===== src/rtl/round_timer_ctrl_pkg.sv =====
// Shared types and constants for the round countdown controller.
package round_pkg;

  // Round lifecycle states.
  typedef enum logic [2:0] {
    IDLE    = 3'd0,
    RUN     = 3'd1,
    PAUSED  = 3'd2,
    WON     = 3'd3,
    EXPIRED = 3'd4
  } round_state_t;

  // Width of the seconds value produced by secs_for (holds up to 90).
  localparam int SECS_W = 7;

  localparam logic [SECS_W-1:0] SECS_EASY = 7'd30;
  localparam logic [SECS_W-1:0] SECS_MED  = 7'd60;
  localparam logic [SECS_W-1:0] SECS_HARD = 7'd90;

  // Time budget for a difficulty code; 0 marks an invalid difficulty.
  function automatic logic [SECS_W-1:0] secs_for(input logic [1:0] max_digit);
    logic [SECS_W-1:0] secs;
    case (max_digit)
      2'd1:    secs = SECS_EASY;
      2'd2:    secs = SECS_MED;
      2'd3:    secs = SECS_HARD;
      default: secs = '0;
    endcase
    return secs;
  endfunction

endpackage


===== src/rtl/round_timer_ctrl_sec_tick_gen.sv =====
// One-second prescaler: counts enabled cycles and emits a single-cycle
// tick on the cycle where the count wraps. The count holds while disabled,
// so a paused countdown resumes mid-period instead of restarting.
module sec_tick_gen #(
  parameter int TICK_CYCLES = 50_000_000
) (
  input  logic clk,
  input  logic restart,
  input  logic en,
  input  logic clr,
  output logic tick
);

  localparam int PW = (TICK_CYCLES > 1) ? $clog2(TICK_CYCLES) : 1;
  localparam logic [PW-1:0] LAST = PW'(TICK_CYCLES - 1);

  logic [PW-1:0] cnt_reg;
  logic [PW-1:0] cnt_next;

  // Next count: clear on load, advance and wrap only while enabled.
  always_comb begin
    cnt_next = cnt_reg;
    if (clr) begin
      cnt_next = '0;
    end else if (en) begin
      cnt_next = (cnt_reg == LAST) ? '0 : cnt_reg + PW'(1);
    end
  end

  // Count register with active-low synchronous restart.
  always_ff @(posedge clk) begin
    if (!restart) begin
      cnt_reg <= '0;
    end else begin
      cnt_reg <= cnt_next;
    end
  end

  // Tick is combinational so the countdown applies it on the wrap edge.
  assign tick = en && (cnt_reg == LAST);

endmodule


===== src/rtl/round_timer_ctrl.sv =====
// Round countdown controller: loads the difficulty budget, decrements once
// per second while running, and arbitrates win versus timeout. time_left is
// the authoritative remaining-time value; win/timeout are registered pulses.
module round_timer_ctrl
  import round_pkg::*;
#(
  parameter int TICK_CYCLES = 50_000_000,
  parameter int CW          = 7
) (
  input  logic          clk,
  input  logic          restart,
  input  logic          start,
  input  logic [1:0]    max_digit,
  input  logic          pause,
  input  logic          guess_valid,
  input  logic          guess_correct,
  output logic [CW-1:0] time_left,
  output logic          running,
  output logic          win,
  output logic          timeout,
  output logic          done
);

  round_state_t  state_reg;
  round_state_t  state_next;
  logic [CW-1:0] time_left_reg;
  logic [CW-1:0] time_left_next;
  logic          win_reg;
  logic          win_next;
  logic          timeout_reg;
  logic          timeout_next;

  logic          tick;
  logic          tick_en;
  logic          tick_clr;
  logic          start_ok;
  logic          can_load;
  logic          guess_hit;
  logic [CW-1:0] load_secs;

  assign load_secs = CW'(secs_for(max_digit));
  assign start_ok  = start && (max_digit != 2'd0);
  assign can_load  = (state_reg == IDLE) || (state_reg == WON) || (state_reg == EXPIRED);
  assign guess_hit = guess_valid && guess_correct;

  // The prescaler only advances in RUN and restarts its period on every load.
  assign tick_en  = (state_reg == RUN);
  assign tick_clr = can_load && start_ok;

  sec_tick_gen #(
    .TICK_CYCLES(TICK_CYCLES)
  ) u_sec_tick_gen (
    .clk    (clk),
    .restart(restart),
    .en     (tick_en),
    .clr    (tick_clr),
    .tick   (tick)
  );

  // Next-state, countdown and outcome-event logic; a correct guess beats a tick.
  always_comb begin
    state_next     = state_reg;
    time_left_next = time_left_reg;
    win_next       = 1'b0;
    timeout_next   = 1'b0;

    case (state_reg)
      IDLE, WON, EXPIRED: begin
        if (start_ok) begin
          state_next     = RUN;
          time_left_next = load_secs;
        end
      end

      RUN: begin
        if (guess_hit) begin
          state_next = WON;
          win_next   = 1'b1;
        end else begin
          if (tick) begin
            if (time_left_reg > CW'(1)) begin
              time_left_next = time_left_reg - CW'(1);
            end else begin
              time_left_next = '0;
              state_next     = EXPIRED;
              timeout_next   = 1'b1;
            end
          end
          // Pause still lets a coincident tick land; expiry takes precedence.
          if (pause && (state_next == RUN)) begin
            state_next = PAUSED;
          end
        end
      end

      PAUSED: begin
        if (guess_hit) begin
          state_next = WON;
          win_next   = 1'b1;
        end else if (!pause) begin
          state_next = RUN;
        end
      end

      default: begin
        state_next     = IDLE;
        time_left_next = '0;
      end
    endcase
  end

  // State, countdown and event registers with active-low synchronous restart.
  always_ff @(posedge clk) begin
    if (!restart) begin
      state_reg     <= IDLE;
      time_left_reg <= '0;
      win_reg       <= 1'b0;
      timeout_reg   <= 1'b0;
    end else begin
      state_reg     <= state_next;
      time_left_reg <= time_left_next;
      win_reg       <= win_next;
      timeout_reg   <= timeout_next;
    end
  end

  assign time_left = time_left_reg;
  assign running   = (state_reg == RUN) || (state_reg == PAUSED);
  assign done      = (state_reg == WON) || (state_reg == EXPIRED);
  assign win       = win_reg;
  assign timeout   = timeout_reg;

endmodule


===== config.mk =====
export PLATFORM = sky130hd
export DESIGN_NAME = round_timer_ctrl
export DESIGN_NICKNAME = d
export VERILOG_FILES = /design/src/rtl/round_timer_ctrl_pkg.sv /design/src/rtl/round_timer_ctrl_sec_tick_gen.sv /design/src/rtl/round_timer_ctrl.sv
export SDC_FILE = /design/constraint.sdc
export NUM_CORES = 1
export LEC_CHECK = 0
export BUFFER_PORTS_ARGS = -buffer_cell sky130_fd_sc_hd__clkbuf_2
export CORE_ASPECT_RATIO = 0.6
export CORE_MARGIN = 3
export CORE_UTILIZATION = 51
export DETAILED_ROUTE_END_ITERATION = 16
export GPL_TIMING_DRIVEN = 0
export PLACE_DENSITY = 0.7
export REMOVE_ABC_BUFFERS = 1
export SYNTH_ARGS = -nofsm -noshare
export SYNTH_HDL_FRONTEND = slang
export SYNTH_SLANG_ARGS = --single-unit

===== constraint.sdc =====
create_clock -name clk -period 5.33 [get_ports clk]
set_input_delay 0.2665 -clock clk [delete_from_list [all_inputs] [get_ports clk]]
set_output_delay 0.2665 -clock clk [all_outputs]
set_load 0.05 [all_outputs]

After elaboration in Yosys (flattened, before gate mapping)
Index checks and enable logic that the tools add are counted.
{ "classes": {"n_lt_le_gt_ge": 1, "muxes": 19, "add_sub_neg": 2, "bitwise_logic": 4, "eq_ne": 13, "n_reduce_logical": 18} }
{ "op_table": {"columns": ["op", "count"], "rows": [
  ["7-bit one-hot mux with 3 select lines", 2],
  ["7-bit two-way mux", 4],
  ["3-bit two-way mux", 9],
  ["26-bit by 1-bit adder with 26-bit output, second input constant", 1],
  ["26-bit == test, second input constant", 1],
  ["26-bit two-way mux", 1],
  ["3-bit one-hot mux with 3 select lines", 1],
  ["7-bit by 1-bit greater-than comparator with 1-bit output, second input constant", 1],
  ["7-bit by 1-bit subtractor with 7-bit output, second input constant", 1],
  ["3-bit by 1-bit == test with 1-bit output, second input constant", 2],
  ["3-bit by 2-bit == test with 1-bit output, second input constant", 2],
  ["2-bit inequality test, second input constant", 3],
  ["1-bit logical AND", 5],
  ["2-bit == test, second input constant", 2],
  ["1-bit logical OR", 4],
  ["1-bit inverter", 4],
  ["2-bit AND reduction", 2],
  ["4-bit AND reduction", 1],
  ["2-bit OR reduction", 2],
  ["4-bit OR reduction", 1],
  ["3-bit == test, second input constant", 1],
  ["3-bit logical NOT", 1],
  ["3-bit inequality test, second input constant", 1],
  ["3-bit OR reduction", 1],
  ["3 further kinds", 4]
]} }
{ "totals": {"out_inout_bits": 11, "ff_bits": 38, "in_bits": 8, "elab_cells": 62} }

Logic depth before layout (Yosys ltp)
Gate-level depths: netlist of the first run.
{ "depth": {"word_depth": 10, "mapped_depth": 7, "mapped_depth_nobuf": 7} }

Hierarchy
From an unflattened synthesis of the first run, not the netlist that was laid out.
{ "unflattened": {"cells_unflattened": 256, "area_unflattened_um2": 2183.3} }
{ "modules_own_cells": {"columns": ["module", "n_inst", "seq_area_each_um2", "cells_per_inst", "area_each_um2"], "rows": [
  ["sec_tick_gen", 1, 520.5, 144, 1262.5],
  ["round_timer_ctrl", 1, 240.2, 112, 920.9]
]} }

Worst setup path before layout of the first run
No wires, ideal clock.
{ "synth_timing": {"kind": "flip-flop to flip-flop", "startpoint": "register time_left_reg[2], in the netlist time_left[2]", "endpoint": "register time_left_reg[3], in the netlist time_left[3]", "path_buffers": 0, "required_ns": 5.195, "synth_period_minus_slack_ns": 2.107, "stages_incl_launch_ff": 6, "setup_time_ns": 0.135, "arrival_time_ns": 1.973, "setup_slack_ns": 3.223, "cell_sequence": "dfxtp_1 > or4_1 > o31ai_2 > nor2_1 > o311ai_0 > o21ai_0"} }
{ "synth_via": {"elab_chain_len": 5, "word_cells_on_any_way": 6, "classes_between": "1 x add/sub; 1 x order compare; 4 x mux"} }
{ "synth_rtl": {"columns": ["item", "line", "text"], "rows": [
  ["start: declaration", "round_timer_ctrl.sv:26", "logic [CW-1:0] time_left_reg;"],
  ["start signal: assignment", "round_timer_ctrl.sv:121", "time_left_reg <= time_left_next;"],
  ["7-bit by 1-bit subtractor with 7-bit output or 7-bit by 1-bit greater-than comparator with 1-bit output (tied branches)", "round_timer_ctrl.sv:82, round_timer_ctrl.sv:81", null],
  ["7-bit two-way mux *", "round_timer_ctrl.sv:81", "if (time_left_reg > CW'(1)) begin"],
  ["7-bit two-way mux *", "round_timer_ctrl.sv:80", "if (tick) begin"],
  ["7-bit two-way mux *", "round_timer_ctrl.sv:76", "if (guess_hit) begin"],
  ["7-bit one-hot mux with 3 select lines *", "round_timer_ctrl.sv:67", "case (state_reg)"]
]} }
Mark *: on every way between the ends. The rest lies on a longest branch, timed or not. The select of a mux whose other input is x is not followed.
A chain may end at the register's enable or synchronous reset.

Final worst setup path of the first run
{ "layout_timing": {"startpoint": "register state_reg[0]", "endpoint": "register u_sec_tick_gen.cnt_reg[25]"} }
{ "layout_via": {"elab_chain_len": 5, "word_cells_on_any_way": 8, "classes_between": "3 x eq/ne; 5 x reduce/logical"} }
{ "layout_rtl": {"columns": ["item", "line", "text"], "rows": [
  ["start: declaration", "round_timer_ctrl.sv:24", "round_state_t state_reg;"],
  ["start signal: assignment", "round_timer_ctrl.sv:120", "state_reg <= state_next;"],
  ["3-bit by 2-bit == test with 1-bit output or 3-bit logical NOT (tied branches)", "round_timer_ctrl.sv:43", "assign can_load = (state_reg == IDLE) || (state_reg == WON) || (state_reg == EXPIRED);"],
  ["1-bit logical OR (2 in series)", "round_timer_ctrl.sv:43", null],
  ["1-bit logical AND", "round_timer_ctrl.sv:48", "assign tick_clr = can_load && start_ok;"],
  ["2-bit OR reduction (no line)", null, null],
  ["end signal: assignment", "round_timer_ctrl_sec_tick_gen.sv:35", "cnt_reg <= cnt_next;"],
  ["end: declaration", "round_timer_ctrl_sec_tick_gen.sv:17", "logic [PW-1:0] cnt_reg;"]
]} }
Parallel ways exist; a longest one is shown, timed or not.

==> results of run 1 <==
## kinds of logic after synthesis
family / Yosys count / synth area share
muxes: 1 / 0.00470
xor gates and xnor gates: 27 / 0.111
DFF: 38 / 0.357
and+or+nand+nor: 126 / 0.308
AOI/OAI and AO/OA: 42 / 0.140
adders and majority gates: 7 / 0.0411
buffers and inverters: 21 / 0.0388
## critical path: stages (launching register included)
cell	delay, ns
dfxtp_1	0.53
nor3b_2	0.80
nand3_1	0.56
nor4b_1	0.59
xnor2_1	0.17
nor2_1	0.05
## through the flow
step	hold slack [ns]	util	cell area, um^2	cells	total power, W
finish	0.323	0.608	2330	327	0.000870
global route	0.331	0.608	2330	327	0.000926
CTS	0.318	0.608	2330	327	0.000875
detailed placement	0.507	0.588	2250	320	0.000691
global placement	0.501	0.588	2250	320	0.000687
floorplan	0.383	-	2100	255	0.000607
## synthesized netlist by cell type (2+ instances only)
cell type	count	area (um^2)
buf_2	3	15.0
a211oi_1	3	22.5
o21ai_0	10	50.1
nand2b_1	3	18.8
and4_1	2	17.5
o311ai_0	3	26.3
nor4_1	6	37.5
or4_1	3	22.5
nand3_1	11	55.1
nor3_1	11	55.1
xor2_1	4	35.0
o22ai_1	4	25.0
o211ai_1	3	22.5
xnor2_1	23	201
nor2_1	45	169
nand4_1	8	50.1
a21oi_1	5	25.0
nor4b_1	2	17.5
clkbuf_1	4	15.0
dfxtp_1	38	761
nand2_1	20	75.1
nor2b_1	2	12.5
ha_1	7	87.6
inv_1	14	52.6
## layout make-up
cell class | count | area [um^2] | share of cell area
Inverter | 14 | 52.6 | 0.0226
Clock buffer | 7 | 76.3 | 0.0328
Sequential cell | 38 | 761 | 0.327
Multi-Input combinational cell | 203 | 1290 | 0.554
Timing Repair Buffer | 18 | 90.1 | 0.0387
Tap cell | 47 | 58.8 | 0.0253
## power groups by stage
| stage | Sequential (W) | Clock (W) | Combinational (W) |
|---|---|---|---|
| after floorplan | 0.000399 | 0 | 0.000208 |
| after global placement | 0.000352 | 0 | 0.000335 |
| after detailed placement | 0.000351 | 0 | 0.000340 |
| after CTS | 0.000345 | 0.000189 | 0.000341 |
| after global routing | 0.000351 | 0.000200 | 0.000375 |
| final | 0.000346 | 0.000181 | 0.000343 |
## how the worst max path moves through the flow
stage / endpoint / cells past startpoint / from
4_1_cts: u_sec_tick_gen.cnt_reg[25] / 5 / state_reg[0]
5_1_grt: u_sec_tick_gen.cnt_reg[25] / 5 / state_reg[0]
3_3_place_gp: u_sec_tick_gen.cnt_reg[25] / 5 / state_reg[0]
2_1_floorplan: u_sec_tick_gen.cnt_reg[25] / 5 / state_reg[0]
6_report: u_sec_tick_gen.cnt_reg[25] / 5 / state_reg[0]
3_5_place_dp: u_sec_tick_gen.cnt_reg[25] / 5 / state_reg[0]
## per-layer routing
| metal | routed length, um | part of all wire | GRT usage | vias to the layer above |
|---|---|---|---|---|
| li1 | - | - | - | 964 |
| met2 | 1730 | 0.36 | 0.250 | 54 |
| met1 | 2650 | 0.56 | 0.341 | 833 |
| met4 | 20 | 0.0042 | 0.0318 | 0 |
| met5 | 0 | 0 | 0 | - |
| met3 | 368 | 0.077 | 0.0533 | 2 |
==> flow_summary.ini, run 1 <==
[global_route]
overflow = 0
grtUsageTotal = 0.202
grt_max_degree = 25
grt_pass1_wl_mm = 8.10
grt_pass1_vias = 1667
antenna_found_initial = 0

[routing]
detail-route-antenna-nets = 0
drt-initial-drc-count = 115
drc = 0
totalWireLength_mm = 4.77
viasPerCell = 5.67
wire_per_inst_um = 14.6
drtPass1Iterations = 4
vias = 1853

[outcome]
status = finished clean

[critical_path]
arrival_ns = 2.98
required_ns = 5.46
cp-start-kind = flop
crit_type = reg -> reg
r2r_end = u_sec_tick_gen.cnt_reg[25]
crit-reg2reg-launch = state_reg[0]
r2r_setup_slack_ns = 2.48
rr_worst_depth = 5
crit_path_end_kind = flop
critPathMaxFanout = 14

[clock_tree]
ctsResizeCount = 0
clkTransAtPathRegs_ns = 0.07
cts_root_buffer = clkbuf_8
htreeDepth = 2
cts_tree = yes
cts_buffers = 5
cts_num_sinks = 38
clk_latency_ns = 0.28
post_cts_buffers = 0
clockBufferDepth = 2
cts.hold.buffers_added = 0

[timing]
setup_slack_ns = 2.48
final_max_slew_viol_count = 0
finalSetupViolations = 0
worst_pin_slew_ns = 1.00
max_freq_mhz = 351
rsz0062_at_grt = no
hold_violations = 0
skew_ns = 0.00524
period_needed_ns = 2.85
fin_tns_setup_ns = 0
fin_crit_sh = 0.535
slew_headroom = 0.331

[placement]
dp_hpwl_mm = 3.47
gp_congestion = 0.816
post-place-ws_ns = 2.52
port_buffers = 18

[power_and_ir_drop]
power.density_mw_per_mm2 = 374
p_clk_frac = 0.208
p_int_w = 0.000502
swShare = 0.424
seqPwrFrac = 0.397
netSwitchingPower_w = 0.000369
leakage_nw = 0.800
peakVddDrop_mv = 0.303
pwr-share-comb = 0.395

[floorplan]
ios = 19
start_util = 0.557
die_h_um = 56.1
coreArea_mm2 = 0.00383
rows = 17
dieArea_mm2 = 0.00502
die-width_um = 89.4

[logic_synthesis]
async_flop_share = 0
ys_ff_latch = 38
synth_edf_count = 0
syn_area_mm2 = 0.00213
netlist-cell-type-count = 52
ys_warn_count = 0
syn_inst = 262
seq_area_frac_synth = 0.357
ys.flop_type = dfxtp_1
synth_area_per_cell_um2 = 8.13

[final_layout]
syn_to_final_growth_pct = 9.16
post_route_cells_drive_above_1_share = 0.114
nNetsFinal = 295
largest_register_ffs = 26
n_antenna_cell = 0
final_cell_mix = 45 x nor2_1, 38 x dfxtp_1, 23 x xnor2_1
nFillCells = 374
layout_commonest_cell = nor2_1

[worst_hold_path]
hold_depth = 3
whs_endpoint = state_reg[1]
min_from = pause
hold_path.class = in -> reg

[job]
cap_violations = 0
(Power assumes the default switching activity.)
==> run 2: changes to the inputs <==
Settings changed: ABC_AREA from default to 1, PLACE_DENSITY 0.7 to 0.69.
Clock period 5.33 ns to 3 ns, I/O delays scaled along.
==> run 2 against run 1 <==
  * Clock power increased by 87%
  * First-iteration DRC count up 18%
  * Global-route usage rose by 1.3 points
  * Critical endpoint is now u_sec_tick_gen.cnt_reg[20]
  * Highest routed layer unchanged
==> flow_summary.ini, run 2 <==
[routing]
totalWireLength_mm = 5.56
wire_per_inst_um = 12.2
drc = 0
viasPerCell = 5.04
detail-route-antenna-nets = 0
vias = 2288
drt-initial-drc-count = 136
drtPass1Iterations = 5

[timing]
max_freq_mhz = 539
rsz0062_at_grt = no
skew_ns = 0.00426
slew_headroom = 0.710
fin_crit_sh = 0.618
whs_ns = 0.212
worst_pin_slew_ns = 0.432
hold_violations = 0
period_needed_ns = 1.86
fin_tns_setup_ns = 0
finalSetupViolations = 0
final_max_slew_viol_count = 0

[job]
cap_violations = 0

[floorplan]
die-width_um = 95.4
die_h_um = 59.7
ios = 19
dieArea_mm2 = 0.00569
coreArea_mm2 = 0.00435
rows = 18
start_util = 0.563

[clock_tree]
clk_latency_ns = 0.29
clockBufferDepth = 2
htreeDepth = 2
cts_tree = yes
clkTransAtPathRegs_ns = 0.07
cts_root_buffer = clkbuf_8
cts.hold.buffers_added = 0
cts_num_sinks = 38
cts_buffers = 5
ctsResizeCount = 0
post_cts_buffers = 0

[final_layout]
final_cell_mix = 98 x nand2_1, 65 x nor2_1, 42 x inv_1
nFillCells = 425
syn_to_final_growth_pct = 7.21
post_route_cells_drive_above_1_share = 0.155
n_antenna_cell = 0
largest_register_ffs = 26
fin_cells = 454
layout_commonest_cell = nand2_1
nNetsFinal = 409

[logic_synthesis]
yosysMostFrequentCell = nand2_1
netlist-cell-type-count = 34
ys_warn_count = 0
yosysTopAreaCell = dfxtp_1
synth_area_leaders = dfxtp_1 31%, nand2_1 15%, nor2_1 10%
syn_area_mm2 = 0.00245
syn_inst = 376
synth_commonest_cells = 98 x nand2_1, 65 x nor2_1, 42 x inv_1
synth_edf_count = 0
ys.flop_type = dfxtp_1
synth_area_per_cell_um2 = 6.51
ys_ff_latch = 38
seq_area_frac_synth = 0.311
async_flop_share = 0
synth_top_area_frac = 0.311

[global_route]
antenna_found_initial = 0
grtUsageTotal = 0.216
grt_max_degree = 17
grt_pass1_wl_mm = 9.38
grt_pass1_vias = 1941
overflow = 0

[critical_path]
crit_path_end_kind = flop
cp-start-kind = flop
crit_path_max_incr_delay_ns = 0.32
worst_path_most_repeated_cell = nand2_1
required_ns = 3.23
arrival_ns = 2.09
critPathMaxFanout = 16
path_cells = inv_1 -> nand3_2 -> inv_4 -> nand4_2 -> nor2_2 -> nand3_1 -> nand2_1 -> nand2_1 -> nor2_1
crit_type = reg -> reg
critical_path.slowest_cell = nand3_2

[power_and_ir_drop]
peakVddDrop_mv = 0.662
power.density_mw_per_mm2 = 689
leakage_nw = 1.18
p_total_w = 0.00181

[worst_hold_path]
hold_path.class = in -> reg

[outcome]
status = finished clean

[placement]
port_buffers = 18
dp_hpwl_mm = 4.33
place_inst = 447
gp_congestion = 0.817
run 2: power by group:
part           switching (W)  internal (W)
combinational       0.000634      0.000229
sequential         0.0000496      0.000557
clock               0.000178      0.000160
total               0.000861      0.000946
run 2: kinds of logic after synthesis:
logic type	Yosys count	share of synthesized area
simple gates	238	0.452
buf+inv	57	0.104
flops	38	0.311
compound gates	29	0.0716
xor+xnor	7	0.0251
fa+ha+maj	7	0.0358
run 2: layout make-up:
class / instances / area (um^2) / share of cell area
Multi-Input combinational cell: 281 / 1430 / 0.546
Sequential cell: 38 / 761 / 0.290
Inverter: 50 / 190 / 0.0725
Timing Repair Buffer: 18 / 90.1 / 0.0343
Clock buffer: 7 / 76.3 / 0.0291
Tap cell: 60 / 75.1 / 0.0286
run 2: critical path, delay by kind of cell (launching register included):
family                 cells  cell delay, ns
and+or+nand+nor            7            1.07
DFF                        1            0.30
buffers and inverters      2            0.41
run 2: final timing paths:
check                                                   to  cells past startpoint  slack, ns                 startpoint
worst max-delay path            u_sec_tick_gen.cnt_reg[20]                      9       1.14               state_reg[2]
worst min-delay path                          state_reg[1]                      3       0.21                    restart
worst max register to register  u_sec_tick_gen.cnt_reg[20]                      9       1.14               state_reg[2]
worst min register to register   u_sec_tick_gen.cnt_reg[1]                      2       0.50  u_sec_tick_gen.cnt_reg[1]
run 2: metal layers:
metal	share of wire	up-vias	wire length, um	GRT usage
met2	0.33	62	1850	0.256
met3	0.066	5	366	0.0491
li1	-	1216	-	-
met1	0.59	1005	3290	0.364
met5	0	-	0	0
met4	0.010	0	58	0.0607
run 2: through the flow:
| stage | worst slack (ns) | utilization | instance area, um^2 |
|---|---|---|---|
| 2_1_floorplan | 1.25 | - | 2380 |
| 3_3_place_gp | 1.22 | 0.586 | 2550 |
| 3_5_place_dp | 1.20 | 0.586 | 2550 |
| 4_1_cts | 1.17 | 0.604 | 2620 |
| 5_1_grt | 1.01 | 0.604 | 2620 |
| 6_report | 1.14 | 0.604 | 2620 |
